===== config.mk =====
export PLATFORM = sky130hd
export DESIGN_NAME = router_decap_controller
export DESIGN_NICKNAME = d
export VERILOG_FILES = /design/src/rtl/router_decap_controller.sv
export SDC_FILE = /design/constraint.sdc
export NUM_CORES = 1
export LEC_CHECK = 0
export ABC_AREA = 0
export CAP_MARGIN = 20
export CORE_MARGIN = 2
export CORE_UTILIZATION = 48
export DETAILED_ROUTE_END_ITERATION = 12
export PLACE_DENSITY_LB_ADDON = 0.25
export SLEW_MARGIN = 5
export SYNTH_ARGS = -nofsm -noshare
export SYNTH_HDL_FRONTEND = slang
export SYNTH_SLANG_ARGS = --single-unit

===== constraint.sdc =====
create_clock -name clk -period 2.8 [get_ports clk]
set_input_delay 0.84 -clock clk [delete_from_list [all_inputs] [get_ports clk]]
set_output_delay 0.84 -clock clk [all_outputs]
set_load 0.01 [all_outputs]

===== src/rtl/router_decap_controller.sv =====
// Receive-side decapsulation: pops one header+payload packet from the output-port-0 FIFO
// and writes the payload to local memory. Defining DECAP_PKT_STATS_EN adds saturating packet counters.
module router_decap_controller #(
    parameter int AURORA_DATA_WIDTH      = 64,
    parameter int ADDR_WIDTH             = 10,
    parameter int NUMBER_PACKET          = 19,
    parameter int RECOGNIZE_ROUTER_WIDTH = 2
) (
    input  logic                         clk,
    input  logic                         rst,
    input  logic                         start_decap_pkt,
    output logic                         decap_done,
    output logic                         decap_err,
    output logic [8:0]                   header_pkt_recv,
    output logic [ADDR_WIDTH-1:0]        dst_addr_arbiter_recv,
    input  logic                         empty_output_port_0,
    output logic                         rd_output_port_0,
    input  logic [AURORA_DATA_WIDTH-1:0] data_port0_out,
    output logic                         arbiter_write_req,
    input  logic                         arbiter_write_gnt,
    output logic [ADDR_WIDTH-1:0]        arbiter_dst_addr,
    output logic                         mem_we,
    output logic [ADDR_WIDTH-1:0]        mem_addr,
    output logic [AURORA_DATA_WIDTH-1:0] mem_wdata
`ifdef DECAP_PKT_STATS_EN
    ,
    output logic [15:0]                  pkt_ok_cnt,
    output logic [15:0]                  pkt_drop_cnt
`endif
);

    localparam int         TTL_LSB = 5 + RECOGNIZE_ROUTER_WIDTH;
    localparam int         DST_LSB = TTL_LSB + 2;
    localparam logic [4:0] MAX_LEN = 5'(NUMBER_PACKET);

    typedef enum logic [2:0] {
        IDLE,
        RD_HDR,
        LATCH_HDR,
        ARB,
        XFER,
        DRAIN,
        DONE
    } state_t;

    state_t                  state;
    state_t                  state_next;
    logic [4:0]              rem;
    logic [ADDR_WIDTH-1:0]   wptr;
    logic                    rd_pending;

    logic [4:0]              hdr_len;
    logic [1:0]              hdr_ttl;
    logic [ADDR_WIDTH-1:0]   hdr_dst;
    logic                    hdr_bad;
    logic                    payload_strobe;

    assign hdr_len = data_port0_out[4:0];
    assign hdr_ttl = data_port0_out[TTL_LSB +: 2];
    assign hdr_dst = data_port0_out[DST_LSB +: ADDR_WIDTH];
    assign hdr_bad = (hdr_len == 5'd0) || (hdr_len > MAX_LEN);

    assign payload_strobe = rd_output_port_0 && ((state == XFER) || (state == DRAIN));

    // NOTE: every signal driven here gets a default first so no path can infer a latch.
    always_comb begin
        state_next       = state;
        rd_output_port_0 = 1'b0;
        unique case (state)
            IDLE: begin
                if (start_decap_pkt) state_next = RD_HDR;
            end
            RD_HDR: begin
                rd_output_port_0 = !empty_output_port_0;
                if (!empty_output_port_0) state_next = LATCH_HDR;
            end
            LATCH_HDR: begin
                if (hdr_bad)               state_next = DONE;
                else if (hdr_ttl == 2'd0)  state_next = DRAIN;
                else                       state_next = ARB;
            end
            ARB: begin
                if (arbiter_write_gnt) state_next = XFER;
            end
            XFER, DRAIN: begin
                rd_output_port_0 = !empty_output_port_0 && (rem != 5'd0);
                // Leave only once the last popped word has been consumed.
                if ((rem == 5'd0) && !rd_pending) state_next = DONE;
            end
            DONE: begin
                state_next = IDLE;
            end
            default: begin
                state_next = IDLE;
            end
        endcase
    end

    // NOTE: sequential state uses non-blocking assignments so all registers update together at the edge.
    always_ff @(posedge clk) begin
        if (rst) begin
            state                 <= IDLE;
            rem                   <= '0;
            wptr                  <= '0;
            rd_pending            <= 1'b0;
            decap_done            <= 1'b0;
            decap_err             <= 1'b0;
            header_pkt_recv       <= '0;
            dst_addr_arbiter_recv <= '0;
            arbiter_write_req     <= 1'b0;
            arbiter_dst_addr      <= '0;
            mem_we                <= 1'b0;
            mem_addr              <= '0;
            mem_wdata             <= '0;
        end else begin
            state             <= state_next;
            decap_done        <= (state_next == DONE);
            decap_err         <= (state == LATCH_HDR) && (state_next == DONE);
            arbiter_write_req <= (state_next == ARB) || (state_next == XFER);
            rd_pending        <= payload_strobe;
            mem_we            <= rd_pending && (state == XFER);

            if (state == LATCH_HDR) begin
                header_pkt_recv       <= data_port0_out[8:0];
                dst_addr_arbiter_recv <= hdr_dst;
                rem                   <= hdr_len;
                wptr                  <= hdr_dst;
                if (state_next == ARB) arbiter_dst_addr <= hdr_dst;
            end else if (payload_strobe) begin
                rem <= rem - 5'd1;
            end

            // FIFO data is valid the cycle after its strobe; capture it then.
            if (rd_pending && (state == XFER)) begin
                mem_addr  <= wptr;
                mem_wdata <= data_port0_out;
                wptr      <= wptr + ADDR_WIDTH'(1);
            end
        end
    end

`ifdef DECAP_PKT_STATS_EN
    logic pkt_ok_evt;
    logic pkt_drop_evt;

    assign pkt_ok_evt   = (state == XFER) && (state_next == DONE);
    assign pkt_drop_evt = ((state == DRAIN) || (state == LATCH_HDR)) && (state_next == DONE);

    always_ff @(posedge clk) begin
        if (rst) begin
            pkt_ok_cnt   <= '0;
            pkt_drop_cnt <= '0;
        end else begin
            if (pkt_ok_evt && (pkt_ok_cnt != 16'hFFFF))     pkt_ok_cnt   <= pkt_ok_cnt + 16'd1;
            if (pkt_drop_evt && (pkt_drop_cnt != 16'hFFFF)) pkt_drop_cnt <= pkt_drop_cnt + 16'd1;
        end
    end
`endif

endmodule

; ---- After elaboration in Yosys (flattened, before gate mapping)
; Index checks and enable logic that the tools add are counted.
[classes]
addsub = 2
reduce_logical = 19
bitwise = 0
multipliers = 0
div = 0
shift = 0
order_cmp = 1
mux = 12
eq_ne = 8
[op_table]
columns = cell, count
row1 = 10-bit 2-to-1 mux, 2
row2 = 3-bit 2-to-1 mux, 6
row3 = 3-bit one-hot mux with 5 select lines, 1
row4 = 3-bit equality test (second input constant), 4
row5 = 10-bit by 1-bit adder with 10-bit output (second input constant), 1
row6 = 5-bit zero test, 2
row7 = 5-bit 2-to-1 mux, 2
row8 = 3-bit by 2-bit equality test with 1-bit output (second input constant), 3
row9 = 5-bit > comparator (second input constant), 1
row10 = 1-bit logical AND, 5
row11 = 5-bit nonzero test, 1
row12 = 5-bit by 1-bit subtractor with 5-bit output (second input constant), 1
row13 = 2-bit nonzero test, 2
row14 = 3-bit by 1-bit equality test with 1-bit output (second input constant), 1
row15 = 3-bit zero test, 1
row16 = 1-bit logical OR, 3
row17 = 1-bit zero test, 2
row18 = 2-bit zero test, 1
row19 = 1-bit one-hot mux with 2 select lines, 1
row20 = 2-bit AND reduction, 1
row21 = 2-bit OR reduction, 1
[word_totals]
rom_bits = 0
mem_count = 0
ram_bits = 0
register_bits = 126
latch_bits = 0
wordCells = 55
in_bits = 69

; ---- Logic depth before layout (Yosys ltp)
; Gate-level depths: netlist (run 1).
[logic_depth]
word_depth = 6
depth_mapped = 8
mapped_depth_nobuf = 7

; ---- Worst setup path after synthesis (run 1)
; OpenSTA, ideal clock, no wires.
[synth_timing]
path_type = in2out
startpoint = input empty_output_port_0
endpoint = output rd_output_port_0
stages = 1
path_buffers = 0
required_time_ps = 1960
path_slack_ps = 527
arrival_time_ps = 1433
cell_sequence = a2111oi_0
[synth_via]
elab_chain_len = 3
[synth_lines]
columns = item, line
row1 = from (decl), 16  ; input logic empty_output_port_0,
row2 = 1-bit zero test *, "74, 86"
row3 = 1-bit logical AND, 86  ; rd_output_port_0 = !empty_output_port_0 && (rem != 5'd0);
row4 = 1-bit one-hot mux with 2 select lines *, 69  ; unique case (state)
row5 = to (decl), 17  ; output logic rd_output_port_0,
; Mark *: on every way between the ends. The rest lies on a longest branch, timed or not.

; ---- Worst setup path after layout (run 1)
[layout_timing]
startpoint = register rem[0]
endpoint = output rd_output_port_0
[layout_via]
elab_chain_len = 3
[layout_lines]
columns = item, line
row1 = from (decl), 48  ; logic [4:0] rem;
row2 = from (signal assigned), 126  ; rem <= hdr_len;
row3 = from (signal assigned), 130  ; rem <= rem - 5'd1;
row4 = 5-bit nonzero test, 86
row5 = 1-bit logical AND, 86
row6 = 1-bit one-hot mux with 2 select lines, 69
; Every way passes these cells.

==> results of run 1 <==
[cell type report]
class / instances / area, um^2
clock inverters: 12 / 161
multi-input cells: 419 / 2120
repair buffers: 193 / 1880
clock buffers: 20 / 445
inverters: 5 / 18.8
fillers: 718 / 2410
well taps: 133 / 166
flip-flops and latches: 126 / 2520
[worst max-delay path, stage by stage, from the launching register on]
cell and delay, ps:
dfxtp_1 340, inv_1 90, ha_1 230, nor4b_2 170, a2111oi_1 320, buf_2 200
[cells by family after synthesis]
family / Yosys count
and+or+nand+nor: 264
AOI/OAI and AO/OA: 137
DFF: 126
buffers and inverters: 46
muxes: 10
xor gates and xnor gates: 5
adders and majority gates: 3
[worst paths after layout]
check / start / end / slack [ps]
max: rem[0] / rd_output_port_0 / 120
min: mem_wdata[34] / mem_wdata[34] / 450
max reg2reg: state[2] / mem_wdata[62] / 670
min reg2reg: mem_wdata[34] / mem_wdata[34] / 450
[registers in the layout (all words and copies together) (netlist names)]
| signal | cells |
|---|---|
| arbiter_dst_addr | 10 |
| arbiter_write_req | 1 |
| decap_done | 1 |
| decap_err | 1 |
| dst_addr_arbiter_recv | 10 |
| header_pkt_recv | 9 |
| mem_addr | 10 |
| mem_wdata | 64 |
| mem_we | 1 |
| rd_pending | 1 |
| rem | 5 |
| state | 3 |
| wptr | 10 |
[cells in the mapped netlist (all sizes together) (2+ instances only)]
cell type,number,area [um^2]
nand2,203,762
dfxtp,126,2520
a21oi,100,500
clkbuf,30,113
nor2,29,116
o21ai,12,60.1
buf,11,60.1
mux2i,10,100
nand3,7,35.0
nor3,6,35.0
inv,5,18.8
a211oi,4,30.0
a31oi,4,25.0
o211ai,4,43.8
xor2,4,35.0
and3,3,18.8
ha,3,37.5
nor2b,3,18.8
o21a,3,30.0
a2111oi,2,17.5
a21boi,2,15.0
nand2b,2,20.0
[through the flow]
step                       util  setup WS (ps)  std cells  hold slack, ps  power (uW)
final                     0.752            124        908             453        4640
after global routing      0.752           23.2        908             470        4810
after CTS                 0.752           56.5        908             455        4680
after detailed placement  0.690           -185        876             448        2460
after global placement    0.690           -218        876             442        2450
after floorplan               -            527        591             445        2190
[power by group]
part	total (uW)	switching [uW]	internal, uW
logic	543	269	274
registers	1900	45.4	1850
clock network	2200	795	1410
[per-layer routing]
| metal | vias up | part of all wire | track usage | wire [um] |
|---|---|---|---|---|
| met5 | - | 0 | 0 | 0 |
| met4 | 0 | 0.019 | 0.0975 | 257 |
| met3 | 25 | 0.072 | 0.0796 | 975 |
| met2 | 171 | 0.48 | 0.411 | 6530 |
| met1 | 2171 | 0.43 | 0.309 | 5780 |
| li1 | 2306 | - | - | - |
[timing repair]
| action | CTS | global route |
|---|---|---|
| gates resized for setup | 4 | 2 |
| hold buffers | 0 | 0 |
| setup endpoints to repair | 1 | 1 |
| pin swaps | 0 | 1 |
==> metrics, run 1 <==
H-tree Lvls=4; XOR/XNOR Fraction of Synth Area=0.00912; Worst VDD drop=0.440 mV; max_cap viols=0; Clock Pin Slew Worst Setup and Hold Paths=60 ps; most common library cell in the layout ignoring fill and taps=nand2_1; Final setup viols=0; die height=104 um; worst hold path class=reg2reg; DRT Wirelength=13500 um; Syn Std Cell Area=4800 um^2; GRT Overall Usage=0.251; adder-cell share of the synthesized area=0.00782; Fmax achieved=374 MHz; Syn. warnings=0; TritonCTS clock tree=done; number of port buffers=176; compound-cell area share of the yosys netlist=0.165; sequential area share after synthesis=0.526; RSZ-0062 raised after global routing=no; vias in the first global route=4579; skew final=6.06 ps; number of synthesized flops with an enable pin=0; Static Leak=0.00253 uW; hold path depth=2; drt first pass iters=4; R2R depth=5; number of synthesized register bits=126; Post-DRT Antenna Nets=0; n_diodes=0; FFs w/ async S/R, synth=0; Setup CP Type=reg2out; remaining global-route overflow=0; cts bufs inserted=17; Power per Cell Area=634 nW/um^2; setup TNS=0 ps; Syn Inst Count=591; synthesized area per cell=8.12 um^2; clock sinks=126; main flop type after synthesis=dfxtp_1; Min Clock Period, post-route=2680 ps; # DRC=0; Final Cycle Share=0.956; post-DR wirelength/cell=14.9 um; largest net degree at the start of global routing=45; HPWL after detailed placement=9410 um; WP data arrival=1840 ps; Worst-Margin Slew=752 ps; Starting Density=0.493; nets=834; multiplexer area fraction after synthesis=0.0209; Final Cell Area=7320 um^2; commonest non-fill, non-tap cells in the layout=nand2_1, clkdlybuf4s50_1, dfxtp_1, a21oi_1, nor2_1; Synth Area in Simple Gates=0.232; Post-CTS Setup Bufs=0; Initial DRC Count=248; Syn Nets=663; # rows=36; post-DR vias/cell=5.15; startpoint class of the critical path=flip-flop; number of placed I/O pins=177; count of cell types in the netlist=47; total number of vias=4673; placed cell areas=6710 um^2; Clock Path Buffers=2; ratio of cells with drive above 1 in the final layout=0.0800; routability cong.=0.839; Layout area overhead=52.5%; Fin. Hold Viols=0; Core Box Area=9730 um^2; CP max FO=3; initial antenna violation count=0; largest family of logic cells by synthesized area=simple AND/OR/NAND/NOR gates; Worst setup EP type=output port; Worst slew margin=0.498; Die Area=10800 um^2; first-pass GRT wire length=22300 um; worst skew pair latency=500 ps; worst endpoint required time=1960 ps; Die Wd=104 um; clk root buf=clkbuf_8; Pins Over Slew Limit=0; status=finished, final reports clean
Power figures use the tool's default switching activity.
==> run 2, diff against run 1 <==
clock period = 3.35 ns   (was 2.8 ns; I/O delays follow)
==> run 2 against run 1 <==
Net effect: cell count fell by 0.77%; largest power group unchanged; largest cell class unchanged; non-clock buffer count fell by 6; sequential share of layout area rose by 0.27 points; clock skew barely moved.
==> metrics, run 2 (synthesis gave the netlist of run 1 again) <==
status=finished, final reports clean (unchanged); routability cong.=0.871 (was 0.839); CP max FO=2 (was 3); clk root buf=clkbuf_8 (unchanged); placed cell areas=6670 um^2 (was 6710 um^2); worst skew pair latency=520 ps (was 500 ps); H-tree Lvls=4 (unchanged); initial antenna violation count=0 (unchanged); utilization of the core after routing=0.747 (was 0.752); Final Cell Area=7260 um^2 (was 7320 um^2); Fmax achieved=331 MHz; largest net degree at the start of global routing=66 (was 45); HPWL after detailed placement=9150 um (was 9410 um); post-DR vias/cell=5.18 (was 5.15); r2r startpoint=state[1] (was state[2]); Worst setup EP type=output port (unchanged); Worst slew margin=0.539 (was 0.498); ratio of cells with drive above 1 in the final layout=0.0716 (was 0.0800); worst hold path class=reg2reg (unchanged); Final setup viols=0 (unchanged); vias in the first global route=4557 (was 4579); min-delay src=dst_addr_arbiter_recv[6] (was mem_wdata[34]); R2R depth=6 (was 5); commonest non-fill, non-tap cells in the layout=nand2_1, clkdlybuf4s50_1, dfxtp_1, a21oi_1, nor2_1 (unchanged); Die Wd=104 um (unchanged); footprint of the multi-input gates=2120 um^2 (about the same); Static Leak=0.00249 uW (was 0.00253 uW); crit path cell chain=clkdlybuf4s50_1, a2111oi_0, dlygate4sd2_1 (was inv_1, ha_1, nor4b_2, a2111oi_1, buf_2); number of placed I/O pins=177 (unchanged); cts hold-fix bufs=0 (unchanged); Initial DRC Count=191 (was 248); RSZ-0062 raised after global routing=no (unchanged); Core Box Area=9730 um^2 (unchanged); CP max-delay cell=clkdlybuf4s50_1 (was dfxtp_1); Clock Path Buffers=2 (unchanged); Die Area=10800 um^2 (unchanged); Final Cycle Share=0.901; max reg flops=64 (unchanged); first-pass GRT wire length=22200 um (was 22300 um); post-DR wirelength/cell=15.0 um (was 14.9 um); die height=104 um (unchanged); remaining global-route overflow=0 (unchanged); worst endpoint required time=2340 ps (was 1960 ps); CTS resizes=2 (was 4); Pins Over Slew Limit=0 (unchanged); fillcell total=729 (was 718); drt first pass iters=5 (was 4); setup TNS=0 ps (unchanged); Worst-Margin Slew=690 ps (was 752 ps); Largest Register=mem_wdata (unchanged); Setup CP Type=in2out (was reg2out); startpoint class of the critical path=input pin (was flip-flop); Worst Setup SP=empty_output_port_0 (was rem[0]); Fin. Hold Viols=0 (unchanged); most common library cell in the layout ignoring fill and taps=nand2_1 (unchanged); Min Clock Period, post-route=3020 ps; hold path endpoint=dst_addr_arbiter_recv[6] (was mem_wdata[34]); TritonCTS clock tree=done (unchanged); Starting Density=0.493 (unchanged); nets=828 (was 834); Reg area=2520 um^2 (unchanged); # rows=36 (unchanged); Post-DRT Antenna Nets=0 (unchanged); clock sinks=126 (unchanged); WP data arrival=2010 ps (was 1840 ps); n_diodes=0 (unchanged); GRT Overall Usage=0.252 (was 0.251); skew final=6.33 ps (was 6.06 ps); CP max stage delay=420 ps (was 340 ps); Worst VDD drop=0.364 mV (was 0.440 mV); total number of vias=4669 (was 4673); number of port buffers=176 (unchanged); Post-CTS Setup Bufs=0 (unchanged); # DRC=0 (unchanged); hold path depth=2 (unchanged); max_cap viols=0 (unchanged); DRT Wirelength=13500 um (about the same); Power per Cell Area=524 nW/um^2 (was 634 nW/um^2); R2R setup slack=1250 ps (was 670 ps); PnR Total Power=3810 uW (was 4640 uW); Clock Pin Slew Worst Setup and Hold Paths=60 ps (about the same); reg2reg end=arbiter_dst_addr[0] (was mem_wdata[62]); Layout area overhead=51.3% (was 52.5%); cts bufs inserted=17 (unchanged)
run 2: cell count changes in the layout (fill, tap and decap cells not counted), sizes merged:
cell | previous run | this run
buf | 19 | 12
clkbuf | 20 | 22
clkinv | 5 | 3
bufinv | 3 | 2
clkinvlp | 3 | 4
dlygate4sd2 | 0 | 1
inv | 6 | 5
run 2: how the worst max path moves through the flow:
stage | end | slack, ps | depth (start not counted)
floorplan | rd_output_port_0 | 750 | 1
global route | rd_output_port_0 | 180 | 5
global placement | rd_output_port_0 | -40 | 3
finish | rd_output_port_0 | 330 | 3
CTS | rd_output_port_0 | 310 | 3
detailed placement | rd_output_port_0 | -10 | 3
run 2: metrics by stage:
step / hold WS (ps) / worst slack, ps / instances
6_report: 452 / 330 / 901
5_1_grt: 471 / 179 / 901
3_5_place_dp: 446 / -12.2 / 870
2_1_floorplan: 445 / 747 / 591
4_1_cts: 454 / 305 / 901
3_3_place_gp: 441 / -35.6 / 870
run 2: layout make-up:
class / instances / area share
multi-input combinational: 419 / 0.292
sequential: 126 / 0.347
inverter: 5 / 0.00258
tap: 133 / 0.0229
timing repair buffer: 187 / 0.253
clock buffer: 22 / 0.0665
clock inverter: 9 / 0.0150
run 2: power breakdown:
part | switching (uW) | total (uW) | internal (uW) | leakage, uW
combinational | 210 | 424 | 214 | 0.00119
clock | 639 | 1790 | 1150 | 0.000281
sequential | 48.7 | 1600 | 1550 | 0.00102
total | 897 | 3810 | 2910 | 0.00249
run 2: worst max-delay path: cells and delay by family:
| kind | cells | cell delay (ps) |
|---|---|---|
| AO/OA/AOI/OAI | 1 | 280 |
| buffers and inverters | 2 | 730 |
run 2: layer usage:
metal  track usage  vias to the layer above  wire length [um]
met1         0.305                     2192              5710
met5             0                        -                 0
met2         0.411                      157              6590
met4        0.0917                        0               219
met3        0.0927                       20              1010
li1              -                     2300                 -
==> run 3, diff against run 2 <==
SLEW_MARGIN = 10   (was 5)
==> results of run 3 <==
No change in the layout: final DEF, timing and power equal those of run 2.
